`config.mk`:
```
export PLATFORM = sky130hd
export DESIGN_NAME = change_dispenser_flat
export DESIGN_NICKNAME = d
export VERILOG_FILES = /design/src/rtl/change_dispenser_pkg.sv /design/src/rtl/change_dispenser_if.sv /design/src/rtl/change_dispenser_coin_stock.sv /design/src/rtl/change_dispenser.sv /design/src/flat_wrapper.sv
export SDC_FILE = /design/constraint.sdc
export NUM_CORES = 1
export LEC_CHECK = 0
export CAP_MARGIN = 20
export CORE_ASPECT_RATIO = 0.9
export CORE_UTILIZATION = 62
export DETAILED_ROUTE_END_ITERATION = 12
export PLACE_DENSITY = 0.85
export SYNTH_ARGS = -nofsm -noshare
export SYNTH_HDL_FRONTEND = slang
export SYNTH_HIERARCHICAL = 1
export SYNTH_SLANG_ARGS = --single-unit
export TNS_END_PERCENT = 20
```
`constraint.sdc`:
```
create_clock -name clk -period 12.9 [get_ports clk]
set_clock_uncertainty 0.1 [all_clocks]
set_input_delay 2.58 -clock clk [delete_from_list [all_inputs] [get_ports clk]]
set_output_delay 2.58 -clock clk [all_outputs]
set_load 0.01 [all_outputs]
```
`src/rtl/change_dispenser_pkg.sv`:
```
// rtl/change_dispenser_pkg.sv - shared types and constants for the vending payout datapath
// Purpose: payout FSM state encoding, fault codes, coin values and product costs
// shared by the change dispenser and the vending controller.
package change_dispenser_pkg;

  localparam int AMOUNT_W_DEF = 5;
  localparam int STOCK_W_DEF  = 5;
  localparam int TIMEOUT_DEF  = 15;

  localparam int COIN_TEN  = 10;
  localparam int COIN_FIVE = 5;

  // Product prices used by the vending controller side.
  localparam int COST_TEA    = 10;
  localparam int COST_COFFEE = 15;
  localparam int COST_SODA   = 20;

  typedef enum logic [2:0] {
    ST_IDLE,
    ST_CHECK,
    ST_PAY_TEN,
    ST_PAY_FIVE,
    ST_DONE,
    ST_FAULT
  } state_t;

  typedef enum logic [1:0] {
    FAULT_NONE  = 2'b00,
    FAULT_ALIGN = 2'b01,
    FAULT_STOCK = 2'b10,
    FAULT_JAM   = 2'b11
  } fault_code_t;

endpackage

```
`src/rtl/change_dispenser_if.sv`:
```
// rtl/change_dispenser_if.sv - request, refill, hopper and status bundle of the change dispenser
// Purpose: groups every non-clock signal of the dispenser.
// master: vending controller / hopper side (drives req, refill, hopper_ack).
// slave : change_dispenser (drives req_ready, coin_*, done, fault, status).
interface change_dispenser_if
  import change_dispenser_pkg::*;
#(
  parameter int AMOUNT_W = AMOUNT_W_DEF,
  parameter int STOCK_W  = STOCK_W_DEF
);

  logic                req_valid;
  logic [AMOUNT_W-1:0] req_amount;
  logic                req_ready;
  logic                refill_ten;
  logic                refill_five;
  logic [STOCK_W-1:0]  refill_count;
  logic                coin_ten;
  logic                coin_five;
  logic                hopper_ack;
  logic                done;
  logic                fault;
  logic [1:0]          fault_code;
  logic [AMOUNT_W-1:0] paid_amount;
  logic [STOCK_W-1:0]  ten_stock;
  logic [STOCK_W-1:0]  five_stock;
  logic                busy;

  modport master (
    output req_valid, req_amount, refill_ten, refill_five, refill_count, hopper_ack,
    input  req_ready, coin_ten, coin_five, done, fault, fault_code, paid_amount,
           ten_stock, five_stock, busy
  );

  modport slave (
    input  req_valid, req_amount, refill_ten, refill_five, refill_count, hopper_ack,
    output req_ready, coin_ten, coin_five, done, fault, fault_code, paid_amount,
           ten_stock, five_stock, busy
  );

endinterface

```
`src/rtl/change_dispenser_coin_stock.sv`:
```
// rtl/change_dispenser_coin_stock.sv - saturating coin stock counter for one denomination
// Purpose: holds the coin count of one hopper tube.
// Ports: clk, reset (async, active high), add_en/add_count (refill, saturating),
// dec_en (one coin ejected), count (current stock).
module coin_stock_counter #(
  parameter int STOCK_W = 5
) (
  input  logic               clk,
  input  logic               reset,
  input  logic               add_en,
  input  logic [STOCK_W-1:0] add_count,
  input  logic               dec_en,
  output logic [STOCK_W-1:0] count
);

  logic [STOCK_W:0] sum;

  assign sum = {1'b0, count} + {1'b0, add_count};

  always_ff @(posedge clk or posedge reset) begin
    if (reset) begin
      count <= '0;
    end else if (add_en) begin
      count <= sum[STOCK_W] ? '1 : sum[STOCK_W-1:0];
    end else if (dec_en && (count != '0)) begin
      count <= count - STOCK_W'(1);
    end
  end

endmodule

```
`src/rtl/change_dispenser.sv`:
```
// rtl/change_dispenser.sv - greedy ten/five rupee change payout controller
// Purpose: accepts a change amount, plans tens-then-fives against the coin stock,
// drives the hopper one coin per handshake and reports done or a fault code.
// Ports: clk, reset (async, active high), bus (change_dispenser_if.slave):
// req_* request handshake, refill_* stock refill, coin_*/hopper_ack hopper
// handshake, done/fault/fault_code/paid_amount result, ten/five_stock, busy.
module change_dispenser
  import change_dispenser_pkg::*;
#(
  parameter int AMOUNT_W = AMOUNT_W_DEF,
  parameter int STOCK_W  = STOCK_W_DEF,
  parameter int TIMEOUT  = TIMEOUT_DEF
) (
  input  logic              clk,
  input  logic              reset,
  change_dispenser_if.slave bus
);

  // Planning width wide enough for both the amount and a stock count.
  localparam int CW = ((AMOUNT_W > STOCK_W) ? AMOUNT_W : STOCK_W) + 1;

  state_t              state;
  fault_code_t         code_q;
  logic [CW-1:0]       remaining;
  logic [CW-1:0]       tens_left;
  logic [CW-1:0]       fives_left;
  logic [AMOUNT_W-1:0] paid_q;
  logic [7:0]          timer;
  logic                coin_ten_q;
  logic                coin_five_q;
  logic                done_q;
  logic                fault_q;
  logic [STOCK_W-1:0]  ten_stock;
  logic [STOCK_W-1:0]  five_stock;

  logic [CW-1:0] tens_cap;
  logic [CW-1:0] tens_plan;
  logic [CW-1:0] fives_plan;
  logic          misaligned;
  logic          ack_ten;
  logic          ack_five;

  // Greedy plan: as many tens as both the amount and the stock allow, fives for the rest.
  always_comb begin
    tens_cap   = remaining / CW'(COIN_TEN);
    tens_plan  = (tens_cap < CW'(ten_stock)) ? tens_cap : CW'(ten_stock);
    fives_plan = (remaining - tens_plan * CW'(COIN_TEN)) / CW'(COIN_FIVE);
    misaligned = (remaining % CW'(COIN_FIVE)) != '0;
  end

  // An ack only counts while the matching coin request is actually raised.
  assign ack_ten  = (state == ST_PAY_TEN)  && coin_ten_q  && bus.hopper_ack;
  assign ack_five = (state == ST_PAY_FIVE) && coin_five_q && bus.hopper_ack;

  coin_stock_counter #(.STOCK_W(STOCK_W)) u_ten_stock (
    .clk       (clk),
    .reset     (reset),
    .add_en    ((state == ST_IDLE) && bus.refill_ten),
    .add_count (bus.refill_count),
    .dec_en    (ack_ten),
    .count     (ten_stock)
  );

  coin_stock_counter #(.STOCK_W(STOCK_W)) u_five_stock (
    .clk       (clk),
    .reset     (reset),
    .add_en    ((state == ST_IDLE) && bus.refill_five),
    .add_count (bus.refill_count),
    .dec_en    (ack_five),
    .count     (five_stock)
  );

  always_ff @(posedge clk or posedge reset) begin
    if (reset) begin
      state       <= ST_IDLE;
      code_q      <= FAULT_NONE;
      remaining   <= '0;
      tens_left   <= '0;
      fives_left  <= '0;
      paid_q      <= '0;
      timer       <= '0;
      coin_ten_q  <= 1'b0;
      coin_five_q <= 1'b0;
      done_q      <= 1'b0;
      fault_q     <= 1'b0;
    end else begin
      done_q  <= 1'b0;
      fault_q <= 1'b0;
      case (state)
        ST_IDLE: begin
          if (bus.req_valid) begin
            remaining <= CW'(bus.req_amount);
            paid_q    <= '0;
            code_q    <= FAULT_NONE;
            state     <= ST_CHECK;
          end
        end
        ST_CHECK: begin
          tens_left  <= tens_plan;
          fives_left <= fives_plan;
          timer      <= '0;
          if (misaligned) begin
            code_q  <= FAULT_ALIGN;
            fault_q <= 1'b1;
            state   <= ST_FAULT;
          end else if (fives_plan > CW'(five_stock)) begin
            code_q  <= FAULT_STOCK;
            fault_q <= 1'b1;
            state   <= ST_FAULT;
          end else if (remaining == '0) begin
            done_q <= 1'b1;
            state  <= ST_DONE;
          end else if (tens_plan != '0) begin
            coin_ten_q <= 1'b1;
            state      <= ST_PAY_TEN;
          end else begin
            coin_five_q <= 1'b1;
            state       <= ST_PAY_FIVE;
          end
        end
        ST_PAY_TEN: begin
          if (!coin_ten_q) begin
            coin_ten_q <= 1'b1;  // gap cycle after an ack is over
          end else if (bus.hopper_ack) begin
            coin_ten_q <= 1'b0;
            timer      <= '0;
            tens_left  <= tens_left - CW'(1);
            paid_q     <= paid_q + AMOUNT_W'(COIN_TEN);
            if (tens_left == CW'(1)) begin
              if (fives_left != '0) begin
                state <= ST_PAY_FIVE;
              end else begin
                done_q <= 1'b1;
                state  <= ST_DONE;
              end
            end
          end else if (timer == 8'(TIMEOUT - 1)) begin
            coin_ten_q <= 1'b0;
            code_q     <= FAULT_JAM;
            fault_q    <= 1'b1;
            state      <= ST_FAULT;
          end else begin
            timer <= timer + 8'd1;
          end
        end
        ST_PAY_FIVE: begin
          if (!coin_five_q) begin
            coin_five_q <= 1'b1;
          end else if (bus.hopper_ack) begin
            coin_five_q <= 1'b0;
            timer       <= '0;
            fives_left  <= fives_left - CW'(1);
            paid_q      <= paid_q + AMOUNT_W'(COIN_FIVE);
            if (fives_left == CW'(1)) begin
              done_q <= 1'b1;
              state  <= ST_DONE;
            end
          end else if (timer == 8'(TIMEOUT - 1)) begin
            coin_five_q <= 1'b0;
            code_q      <= FAULT_JAM;
            fault_q     <= 1'b1;
            state       <= ST_FAULT;
          end else begin
            timer <= timer + 8'd1;
          end
        end
        ST_DONE:  state <= ST_IDLE;
        ST_FAULT: state <= ST_IDLE;
        default:  state <= ST_IDLE;
      endcase
    end
  end

  assign bus.req_ready   = (state == ST_IDLE);
  assign bus.busy        = (state != ST_IDLE);
  assign bus.coin_ten    = coin_ten_q;
  assign bus.coin_five   = coin_five_q;
  assign bus.done        = done_q;
  assign bus.fault       = fault_q;
  assign bus.fault_code  = code_q;
  assign bus.paid_amount = paid_q;
  assign bus.ten_stock   = ten_stock;
  assign bus.five_stock  = five_stock;

endmodule

```
`src/flat_wrapper.sv`:
```
// flat-port wrapper written by rule: the top's interface ports become plain ports
module change_dispenser_flat import change_dispenser_pkg::*;
#(
  parameter int AMOUNT_W = AMOUNT_W_DEF,
  parameter int STOCK_W  = STOCK_W_DEF,
  parameter int TIMEOUT  = TIMEOUT_DEF
)
  (clk, reset, bus_req_valid, bus_req_amount, bus_refill_ten, bus_refill_five, bus_refill_count, bus_hopper_ack, bus_req_ready, bus_coin_ten, bus_coin_five, bus_done, bus_fault, bus_fault_code, bus_paid_amount, bus_ten_stock, bus_five_stock, bus_busy);
  change_dispenser_if #(.AMOUNT_W(AMOUNT_W), .STOCK_W(STOCK_W)) bus_i ();
  input  logic clk;
  input  logic reset;
  input wire logic [$bits(bus_i.req_valid)-1:0] bus_req_valid;
  input wire logic [$bits(bus_i.req_amount)-1:0] bus_req_amount;
  input wire logic [$bits(bus_i.refill_ten)-1:0] bus_refill_ten;
  input wire logic [$bits(bus_i.refill_five)-1:0] bus_refill_five;
  input wire logic [$bits(bus_i.refill_count)-1:0] bus_refill_count;
  input wire logic [$bits(bus_i.hopper_ack)-1:0] bus_hopper_ack;
  output wire logic [$bits(bus_i.req_ready)-1:0] bus_req_ready;
  output wire logic [$bits(bus_i.coin_ten)-1:0] bus_coin_ten;
  output wire logic [$bits(bus_i.coin_five)-1:0] bus_coin_five;
  output wire logic [$bits(bus_i.done)-1:0] bus_done;
  output wire logic [$bits(bus_i.fault)-1:0] bus_fault;
  output wire logic [$bits(bus_i.fault_code)-1:0] bus_fault_code;
  output wire logic [$bits(bus_i.paid_amount)-1:0] bus_paid_amount;
  output wire logic [$bits(bus_i.ten_stock)-1:0] bus_ten_stock;
  output wire logic [$bits(bus_i.five_stock)-1:0] bus_five_stock;
  output wire logic [$bits(bus_i.busy)-1:0] bus_busy;
  assign bus_i.req_valid = bus_req_valid;
  assign bus_i.req_amount = bus_req_amount;
  assign bus_i.refill_ten = bus_refill_ten;
  assign bus_i.refill_five = bus_refill_five;
  assign bus_i.refill_count = bus_refill_count;
  assign bus_i.hopper_ack = bus_hopper_ack;
  assign bus_req_ready = bus_i.req_ready;
  assign bus_coin_ten = bus_i.coin_ten;
  assign bus_coin_five = bus_i.coin_five;
  assign bus_done = bus_i.done;
  assign bus_fault = bus_i.fault;
  assign bus_fault_code = bus_i.fault_code;
  assign bus_paid_amount = bus_i.paid_amount;
  assign bus_ten_stock = bus_i.ten_stock;
  assign bus_five_stock = bus_i.five_stock;
  assign bus_busy = bus_i.busy;
  change_dispenser #(.AMOUNT_W(AMOUNT_W), .STOCK_W(STOCK_W), .TIMEOUT(TIMEOUT)) u_core (.clk(clk), .reset(reset), .bus(bus_i));
endmodule
```
== After elaboration in Yosys (flattened, before gate mapping) ==
Index checks and enable logic that the tools add are counted.
Operators by class
  add/subtract/negate cells: 10
  $mul: 1
  divide/modulo/power cells: 3
  magnitude comparators: 2
  eq/ne operators: 19
  shift-type cells: 0
  multiplexer cells: 78
  bitwise logic cells: 0
  reductions and logical operators: 32
Operators with widths (number)
  5-bit 2-to-1 mux: 11
  3-bit 2-to-1 mux: 12
  8-bit 2-to-1 mux: 4
  6-bit 2-to-1 mux: 5
  1-bit 2-to-1 mux: 29
  6-bit one-hot mux with 2 select lines: 2
  8-bit one-hot mux with 3 select lines: 1
  5-bit AND reduction: 4
  6-bit nonzero test: 3
  5-bit one-hot mux with 3 select lines: 1
  2-bit 2-to-1 mux: 7
  2-bit inequality test (second input constant): 7
  5-bit by 5-bit adder with 6-bit output: 2
  6-bit by 1-bit == test with 1-bit output (second input constant): 2
  3-bit one-hot mux with 4 select lines: 1
  6-bit by 1-bit subtractor with 6-bit output (second input constant): 2
  5-bit nonzero test: 2
  5-bit by 1-bit subtractor with 5-bit output (second input constant): 2
  3-bit AND reduction: 3
  3-bit nonzero test: 3
  8-bit by 1-bit adder with 8-bit output (second input constant): 1
  8-bit by 4-bit == test with 1-bit output (second input constant): 1
  1-bit logical AND: 8
  2-bit one-hot mux with 4 select lines: 1
  other kinds (22): 31
Word-level totals
  register bits after elaboration: 49
  latch bits: 0
  bits in writable memories: 0
  memory bits (read-only): 0
  input bits: 16
  output and inout port bits: 23
  word-level logic and storage cells: 158
  memories: 0

== Logic depth before layout (Yosys ltp) ==
  depth in word-level cells: 10
  gate-level depth with buffers: 44
  depth with buffers taken out: 42

== Hierarchy ==
Netlist, hierarchy kept.
By module, submodules not included
  change_dispenser: times used 1, cells an instance 434, area an instance 3463.3 µm², seq. area each 975.9 µm²
  coin_stock_counter: times used 2, cells an instance 57, area an instance 516.7 µm², seq. area each 125.1 µm²

== Worst setup path before layout ==
OpenSTA, ideal clock, no wires.
  path type: reg-to-reg
  start: register u_core.remaining[2]
  end: register u_core.code_q[0] (netlist: u_core/bus.fault_code[0])
  setup time: 0.128 ns
  arrival time: 7.585 ns
  data required time: 12.672 ns
  slack: 5.087 ns
  stages on the path, launching flop included: 44
  path buffers: 2
  period minus slack after synthesis: 7.813 ns
  cells stage by stage: dfrtp_1 buf_6 or2_1 buf_6 ha_1 nand2b_1 a22o_1 o21a_1 o21ai_1 nor2_1 a21oi_1 inv_1 ha_1 ha_1 inv_1 ha_1 a21boi_1 nor2_1 [... 8 more ...] a211o_1 o21ai_2 xnor2_1 inv_1 ha_1 o21ai_0 nor2_1 a31oi_1 o311ai_1 nor3_1 ha_1 nor2b_1 o21a_1 o21ai_0 nand2b_1 a221oi_4 a21oi_2 mux2_1
On the way
  cells in the longest elaborated chain, start to end: 9
  elaborated cells between the ends (all ways): 13
  those cells by class: add/sub: 1; mul: 1; div: 3; order compare: 2; eq/ne: 1; mux: 3; reduce/logical: 2
Ends and longest elaborated chain
  start, declared: line change_dispenser.sv:24  | logic [CW-1:0] remaining;
  start signal, assigned: line change_dispenser.sv:92  | remaining <= CW'(bus.req_amount);
  5-bit by 4-bit divider with 6-bit output: line change_dispenser.sv:45  | tens_cap = remaining / CW'(COIN_TEN);
  6-bit by 5-bit < comparator with 1-bit output: line change_dispenser.sv:46  | tens_plan = (tens_cap < CW'(ten_stock)) ? tens_cap : CW'(ten_stock);
  6-bit 2-to-1 mux: line change_dispenser.sv:46
  6-bit by 3-bit multiplier with 5-bit output: line change_dispenser.sv:47  | fives_plan = (remaining - tens_plan * CW'(COIN_TEN)) / CW'(COIN_FIVE);
  5-bit by 6-bit subtractor with 6-bit output: line change_dispenser.sv:47
  6-bit by 3-bit divider with 6-bit output: line change_dispenser.sv:47
  6-bit by 5-bit greater-than comparator with 1-bit output: line change_dispenser.sv:106  | end else if (fives_plan > CW'(five_stock)) begin
  3-bit by 1-bit inequality test with 1-bit output (no line)
  5-bit AND reduction (no line)
  end signal, assigned: line change_dispenser.sv:76  | code_q <= FAULT_NONE;
  end signal, assigned: line change_dispenser.sv:103  | code_q <= FAULT_ALIGN;
  end signal, assigned: line change_dispenser.sv:107  | code_q <= FAULT_STOCK;
  end, declared: line change_dispenser.sv:23  | fault_code_t code_q;
Parallel ways exist; a longest one is shown, timed or not.
A chain may end at the register's enable or synchronous reset.

== Final worst setup path ==
  start: register u_core.remaining[3]
  end: register u_core.code_q[0] (netlist: u_core/bus.fault_code[0])
Same word-level chain as after synthesis.

==> flow_metrics.env <==
export IMPL_placed_area_mm2=0.00490
export IMPL_number_of_enable_type_register_cells_in_the_synthesized_netlist=0
export IMPL_timing_setup_tns_ns=0
export IMPL_predominant_post_synthesis_flop_cell="dfrtp_1"
export IMPL_number_of_optimization_iterations_in_the_first_detailed_route_pass=5
export IMPL_critPathSlowestCell="dfrtp_1"
export IMPL_async_reset_ff_share_pct=100
export IMPL_synthDistinctLibCells=74
export IMPL_final_net_count=638
export IMPL_reg2reg_from="u_core/remaining[3]"
export IMPL_max_cap_viol_count=0
export IMPL_crit_path_most_repeated_cell="ha_1"
export IMPL_timing_max_slew_rel_slack_pct=18.5
export IMPL_clkSinkCount=49
export IMPL_antenna_cells_inserted=0
export IMPL_dieArea_mm2=0.00760
export IMPL_final_number_of_max_transition_violations=0
export IMPL_dr_first_iter_drc_count=288
export IMPL_io_buf_count=38
export IMPL_synth_ff_latch_count=49
export IMPL_grt_pass1_vias=3828
export IMPL_synthesis_to_layout_area_growth_pct=11.0
export IMPL_critPathLaunchType="register"
export IMPL_netlist_area_mm2=0.00450
export IMPL_timing_critical_path_fanout_max=10
export IMPL_grt_max_degree=40
export IMPL_postLayoutCellArea_mm2=0.00499
export IMPL_timing_critical_path_required_ns=13.00
export IMPL_wl_per_cell_um=16.2
export IMPL_post_synth_cell_area_avg_um2=8.21
export IMPL_clock_tree_buffer_depth=2
export IMPL_clock_pin_slew_on_the_worst_setup_and_hold_paths_ns=0.10
export IMPL_htreeDepth=2
export IMPL_grtUsageMet3_pct=6.10
export IMPL_most_crowded_layer_gr="met2"
export IMPL_cts_tree="built"
export IMPL_finalWorstPathRequiredPeriod_ns=8.98
export IMPL_vias_per_cell=6.30
export IMPL_grt_first_pass_wirelength_mm=18.0
export IMPL_filler_cell_count=572
export IMPL_grt_overflow_total=0
export IMPL_start_util_pct=63.9
export IMPL_synth_sequential_area_ratio_pct=27.3
export IMPL_dieHeight_um=82.8
export IMPL_crit_family="compound AO/OA/AOI/OAI gates"
export IMPL_cp_arrival_ns=9.08
export IMPL_hold_path_class="reg2reg"
export IMPL_post_cts_setup_buffers=0
export IMPL_design_core_area_mm2=0.00704
export IMPL_drc_errors=0
export IMPL_track_usage_pct=29.9
export IMPL_cpPeakStageDelay_ns=0.51
export IMPL_place_congestion=0.885
export IMPL_outcome="complete, no violations"
export IMPL_max_slew_worst_pin_slew_ns=1.22
export IMPL_critPathCaptureType="register"
export IMPL_design_portCount=39
export IMPL_drive_gt1_share_pct=4.85
export IMPL_place_hpwl_mm=8.27
export IMPL_endpoints_failing_hold=0
export IMPL_cts_hold_repair_buffers=0
export IMPL_timing_final_crit_share_pct=69.6
export IMPL_rsz0062_at_grt="false"
export IMPL_crit_buf_inv=5
export IMPL_clk_insertion_delay_late_ns=0.31
export IMPL_antenna_found_initial=0
export IMPL_tritoncts_num_buffers=5
export IMPL_min_from="u_core/bus.fault_code[0]"
export IMPL_root_buffer="clkbuf_8"
export IMPL_setup_worst_path_class="reg2reg"
export IMPL_maxClockFrequency_ghz=0.111
export IMPL_synthesis_instances=548
export IMPL_grt_met1_usage_pct=40.1
export IMPL_ys_warn_count=6
export IMPL_layout_setup_ws_ns=3.92
export IMPL_detail_route_antenna_nets=0
export IMPL_die_width_um=91.8
export IMPL_placement_rows=29
export IMPL_vias=4218
export IMPL_finalWirelength_mm=10.8
export IMPL_dpl_worst_slack_ns=4.12
export IMPL_setup_worst_path_start="u_core/remaining[3]"
export IMPL_timing_final_setup_violations=0
export IMPL_post_cts_resize_count=0
export IMPL_global_route_usage_met2_pct=49.1
-- final timing paths --
kind | cells after the start | to | slack [ns]
max reg2reg | 41 | u_core/bus.fault_code[0] | 3.92
max | 41 | u_core/bus.fault_code[0] | 3.92
max in group asynchronous | 3 | u_core/fives_left[5] | 9.67
min | 1 | u_core/bus.fault_code[0] | 0.41
min reg2reg | 1 | u_core/bus.fault_code[0] | 0.41
min in group asynchronous | 2 | u_core/u_five_stock/count[3] | 2.44
-- layout by cell type (no fill, tap or decap), drive strengths merged, types with 4 or more instances in the layout --
cell type,instances
dfrtp,49
a21oi,41
and3,4
o21ai,38
xnor2,16
nand4,6
a211oi,5
a31oi,8
nor4,5
clkbuf,6
xor2,7
nor3,14
nor2,61
nor2b,8
mux2,5
o211ai,5
or3,5
nand2,42
inv,44
o31ai,4
clkdlybuf4s50,38
o22ai,8
nand3,12
ha,43
mux2i,6
nand2b,12
and2,6
a21o,10
-- routing by layer --
metal  vias to the layer above  wire length [um]
met4                         0               223
met2                       181              5010
li1                       2024                 -
met3                        25               651
met1                      1988              4950
met5                         -                 0
-- logic make-up (layout without fill, tap and decap cells) --
logic type	count (synthesis)	count (layout)	synth area share [%]
simple gates	193	193	21.4
fa+ha+maj	46	46	13.3
xor+xnor	23	23	4.48
buf+inv	63	91	5.90
compound gates	162	162	25.0
other cells	1	2	0.0834
mux	11	11	2.59
flops	49	49	27.3
-- layout make-up --
type / instances / area, um2 / area share [%]
flip-flops and latches: 49 / 1230 / 24.6
clock buffers: 6 / 72.6 / 1.45
inverters: 44 / 165 / 3.31
repair buffers: 39 / 388 / 7.77
clock inverters: 2 / 15.0 / 0.301
multi-input cells: 437 / 3010 / 60.3
well taps: 93 / 116 / 2.33
-- registers in the layout, summed over array words and instances, names as in the netlist --
name                       count
u_core/remaining               5
u_core/bus.done                1
u_core/state                   3
u_core/bus.fault_code          2
u_core/bus.paid_amount         5
u_core/bus.coin_ten            1
u_core/fives_left              6
u_core/bus.coin_five           1
u_core/bus.fault               1
u_core/u_ten_stock/count       5
u_core/u_five_stock/count      5
u_core/timer                   8
u_core/tens_left               6
-- worst reg2reg max path: cells and delay by family, from the launching register on --
kind                     cells  cell delay (ns)
XOR/XNOR                     1             0.20
buffers and inverters        5             0.63
flip-flops                   1             0.51
AND/OR/NAND/NOR              8             1.43
AO/OA/AOI/OAI               17             3.17
multiplexers                 2             0.68
adder cells (fa/ha/maj)      8             2.19
-- Yosys cell counts, drive strengths merged, types with 10 or more instances --
| cell | instances | area share, % |
|---|---|---|
| a21o | 10 | 1.7 |
| nand3 | 12 | 1.3 |
| nor2 | 61 | 5.1 |
| o21ai | 38 | 4.3 |
| xnor2 | 16 | 3.1 |
| nor3 | 14 | 1.6 |
| ha | 43 | 12 |
| clkbuf | 11 | 0.92 |
| inv | 44 | 3.7 |
| dfrtp | 49 | 27 |
| a21oi | 41 | 4.8 |
| nand2b | 12 | 1.7 |
| nand2 | 42 | 3.5 |
-- through the flow --
step	util, %	hold slack [ns]	std cells
CTS	70.9	0.406	670
global route	70.9	0.432	670
global placement	69.7	0.372	662
finish	70.9	0.406	670
floorplan	-	0.373	549
detailed placement	69.7	0.388	662
Power is left out: the tool's default activity adds up to more than one toggle a clock period on the data nets, which glitch-free logic cannot reach.
